### config.mk
export PLATFORM = sky130hd
export DESIGN_NAME = gobou_post_ctrl
export DESIGN_NICKNAME = d
export VERILOG_FILES = /design/src/rtl/gobou_post_ctrl.sv
export SDC_FILE = /design/constraint.sdc
export NUM_CORES = 1
export LEC_CHECK = 0
export CAP_MARGIN = 30
export CORE_ASPECT_RATIO = 1.4
export CORE_UTILIZATION = 45
export DETAILED_ROUTE_END_ITERATION = 10
export GPL_ROUTABILITY_DRIVEN = 0
export GPL_TIMING_DRIVEN = 1
export PLACE_DENSITY_LB_ADDON = 0.05
export SYNTH_ARGS = -nofsm -noshare
export SYNTH_HDL_FRONTEND = slang
export SYNTH_SLANG_ARGS = --single-unit
export TNS_END_PERCENT = 30
### constraint.sdc
create_clock -name clk -period 3.2 [get_ports clk]
set_input_delay 0.8 -clock clk [delete_from_list [all_inputs] [get_ports clk]]
set_output_delay 0.8 -clock clk [all_outputs]
set_load 0.02 [all_outputs]
### src/rtl/gobou_post_ctrl.sv
// rtl/gobou_post_ctrl.sv - gobou post-process sequencer: accumulator read -> ReLU -> output write
module gobou_post_ctrl #(
  parameter int DWIDTH = 16,
  parameter int AWIDTH = 12,
  parameter int LWIDTH = 10,
  parameter int RD_LAT = 1
) (
  input  logic              clk,
  input  logic              xrst,
  input  logic              start,
  input  logic [LWIDTH-1:0] out_size,
  input  logic [AWIDTH-1:0] rd_base,
  input  logic [AWIDTH-1:0] wr_base,
  output logic              busy,
  output logic              done,
  output logic              rd_en,
  output logic [AWIDTH-1:0] rd_addr,
  output logic              relu_out_en,
  output logic              wr_en,
  output logic [AWIDTH-1:0] wr_addr
);

  if (RD_LAT < 1 || DWIDTH < 1) begin : g_bad_param
    $error("gobou_post_ctrl: RD_LAT and DWIDTH must be >= 1");
  end

  typedef enum logic [1:0] {IDLE, RUN, DRAIN, DONE} state_t;

  state_t              state;
  logic [LWIDTH-1:0]   size_q;
  logic [LWIDTH-1:0]   idx;
  logic [AWIDTH-1:0]   wr_ptr;
  // dl[i] holds rd_en from i+1 cycles ago; taps give the ReLU and write alignment
  logic [RD_LAT+1:0]   dl;

  assign relu_out_en = dl[RD_LAT];
  assign wr_en       = dl[RD_LAT+1];

  always_ff @(posedge clk or negedge xrst) begin
    if (!xrst) begin
      state   <= IDLE;
      size_q  <= '0;
      idx     <= '0;
      wr_ptr  <= '0;
      dl      <= '0;
      busy    <= 1'b0;
      done    <= 1'b0;
      rd_en   <= 1'b0;
      rd_addr <= '0;
      wr_addr <= '0;
    end else begin
      dl <= {dl[RD_LAT:0], rd_en};
      // wr_addr is loaded one cycle ahead so it lines up with the wr_en it belongs to
      if (dl[RD_LAT]) begin
        wr_addr <= wr_ptr;
        wr_ptr  <= wr_ptr + 1'b1;
      end
      case (state)
        IDLE: begin
          if (start) begin
            size_q  <= out_size;
            idx     <= '0;
            rd_addr <= rd_base;
            wr_ptr  <= wr_base;
            busy    <= 1'b1;
            if (out_size == '0) begin
              state <= DONE;
              done  <= 1'b1;
            end else begin
              state <= RUN;
              rd_en <= 1'b1;
            end
          end
        end
        RUN: begin
          if (idx == size_q - 1'b1) begin
            rd_en <= 1'b0;
            state <= DRAIN;
          end else begin
            idx     <= idx + 1'b1;
            rd_addr <= rd_addr + 1'b1;
          end
        end
        DRAIN: begin
          // once nothing is left ahead of the write tap, the current wr_en is the last
          if (dl[RD_LAT:0] == '0) begin
            state <= DONE;
            done  <= 1'b1;
          end
        end
        default: begin
          done  <= 1'b0;
          busy  <= 1'b0;
          state <= IDLE;
        end
      endcase
    end
  end

endmodule

==> flow_metrics.env <==
export IMPL_status="completed"
export IMPL_nNetsFinal=504
export IMPL_via_per_inst=5.80
export IMPL_power_density_nw_per_um2=1020
export IMPL_drt_iter0_markers=210
export IMPL_n_antenna_cell=0
export IMPL_p_total_w=0.00500
export IMPL_combPwrFrac=0.463
export IMPL_min_path_type="reg2reg"
export IMPL_dieArea_um2=8820
export IMPL_tightest_slew_ns=0.754
export IMPL_fin_tns_setup_ns=0
export IMPL_area_growth_pct=29.1
export IMPL_instances_no_fill=566
export IMPL_cts_buffers=9
export IMPL_timing_fmax_mhz=342
export IMPL_drive_above_1_share=0.134
export IMPL_holdWs_ns=0.374
export IMPL_coreArea_um2=8150
export IMPL_routedWlPerCell_um=16.6
export IMPL_slew_headroom=0.497
export IMPL_grt_overflow=0
export IMPL_die_x_um=79.7
export IMPL_dr_total_vias=3280
export IMPL_clock_sinks=64
export IMPL_synth_seq_area_share=0.422
export IMPL_io_pins=66
export IMPL_cts_setup_buffers=0
export IMPL_detailed_place_hpwl_um=6540
export IMPL_antenna_found_initial=0
export IMPL_hold_viol=0
export IMPL_power_share_clock=0.231
export IMPL_cellLeakagePower_nw=2.01
export IMPL_grt_max_degree=35
export IMPL_die_h_um=111
export IMPL_rsz0062_at_grt="false"
export IMPL_ir_drop_mv=0.444
export IMPL_drt_antenna_violating_nets=0
export IMPL_final_cell_mix="dfrtp_1 (64), clkdlybuf4s50_1 (64), a21oi_1 (32), nor2_1 (27)"
export IMPL_critPathArrivalTime_ns=3.14
export IMPL_worstSetupEndpointType="register"
export IMPL_drv_slew=0
export IMPL_drc=0
export IMPL_hold_buffers=0
export IMPL_synth_ff_type="dfrtp_1"
export IMPL_finalCriticalPeriod_ns=2.93
export IMPL_critical_path_max_fanout=12
export IMPL_p_switching_w=0.00194
export IMPL_required_ns=3.42
export IMPL_wirelength_um=9370
export IMPL_setup_viol=0
export IMPL_grt_pass1_wl_um=15800
export IMPL_synth_edf_count=0
export IMPL_synth_nets=446
export IMPL_grt_usage=0.235
export IMPL_path_class="reg2reg"
export IMPL_swShare=0.388
export IMPL_synth_cell_area_um2=3800
export IMPL_finalCritPeriodShare=0.915
export IMPL_seqPwrFrac=0.306
export IMPL_cts_tree="done"
export IMPL_grt_pass1_vias=3354
export IMPL_start_util=0.466
export IMPL_clock_skew_final_ns=0.00346
export IMPL_yosys_register_bits=64
export IMPL_syn_area_per_cell_um2=9.47
export IMPL_num_rows=39
export IMPL_async_flop_share=1.00
export IMPL_internal_power_w=0.00306
export IMPL_first_pass_iters=4
export IMPL_clockRootBuffer="clkbuf_16"
export IMPL_clkTransAtPathRegs_ns=0.06
export IMPL_htreeDepth=3
export IMPL_cp_start_kind="register"
export IMPL_dp_cells=550
export IMPL_cap_violations=0
export IMPL_clock_latency_ns=0.33
export IMPL_synthCells=401
export IMPL_io_buffers=65
export IMPL_synth_distinct_cells=59
export IMPL_synth_warnings=0
export IMPL_cts_resized=0
export IMPL_cts_path_max_buffers=2
## synth_stat cells (all sizes together) (9+ instances only)
library cell | instances | share of area
dfrtp | 64 | 0.42
o21ai | 16 | 0.021
clkbuf | 21 | 0.021
xor2 | 13 | 0.030
o22ai | 10 | 0.018
nor2 | 28 | 0.028
xnor2 | 9 | 0.021
nand3 | 25 | 0.033
inv | 11 | 0.011
nand2 | 25 | 0.025
buf | 9 | 0.012
nor3 | 9 | 0.013
a21oi | 32 | 0.042
mux2 | 25 | 0.076
## state kept, by name, indices dropped and copies added, names as in the netlist, 2 cells and up
register	count
dl	3
idx	10
rd_addr	12
size_q	10
state	2
wr_addr	12
wr_ptr	12
## area by class of cell
| cell class | count | area [um2] |
|---|---|---|
| fillers | 715 | 3240 |
| multi-input cells | 296 | 2030 |
| flip-flops and latches | 64 | 1600 |
| repair buffers | 77 | 748 |
| clock buffers | 10 | 239 |
| well taps | 102 | 128 |
| clock inverters | 6 | 115 |
| inverters | 11 | 41.3 |
## layer usage
| metal | vias up | wire, um | track usage |
|---|---|---|---|
| met2 | 94 | 4620 | 0.379 |
| met5 | - | 0 | 0 |
| met1 | 1578 | 3980 | 0.280 |
| met3 | 24 | 515 | 0.0667 |
| li1 | 1584 | - | - |
| met4 | 0 | 259 | 0.119 |
## critical path, cell delays in order (launching register included)
cell and delay, ns:
dfrtp_1 0.43, inv_1 0.10, ha_1 0.17, or3b_2 0.45, or4_1 0.47, o211ai_1 0.13, o22ai_2 0.17, or2_4 0.34
a21o_1 0.24, mux2_4 0.30
## final timing paths
kind	cells after the start	slack, ns	endpoint	start
min in group asynchronous	1	0.54	size_q[2]	xrst
max in group asynchronous	2	2.03	wr_addr[8]	xrst
worst min-delay path	0	0.37	dl[1]	dl[0]
worst min register to register	0	0.37	dl[1]	dl[0]
worst max-delay path	9	0.27	state[1]	size_q[0]
worst max register to register	9	0.27	state[1]	size_q[0]
## kinds of logic (layout without fill, tap and decap cells)
group,after synthesis,after routing,synth area share
AO/OA/AOI/OAI,101,101,0.178
XOR/XNOR,23,23,0.0567
adder cells (fa/ha/maj),8,8,0.0264
buffers and inverters,41,104,0.0435
flip-flops,64,64,0.422
multiplexers,31,31,0.0919
AND/OR/NAND/NOR,133,133,0.182
## power by group through the flow
stage / registers (W) / clock network [W] / logic (W)
after global placement: 0.00153 / 0 / 0.00229
after CTS: 0.00153 / 0.00119 / 0.00233
after floorplan: 0.00161 / 0 / 0.00144
after global routing: 0.00159 / 0.00123 / 0.00255
final: 0.00153 / 0.00115 / 0.00232
after detailed placement: 0.00154 / 0 / 0.00232
## stage by stage
step                 util  area (um2)  worst slack [ns]
floorplan               -        3800             0.379
global placement    0.558        4550             0.354
detailed placement  0.558        4550             0.274
CTS                 0.602        4900             0.270
global route        0.602        4900             0.168
finish              0.602        4900             0.272
(Power assumes the default switching activity.)
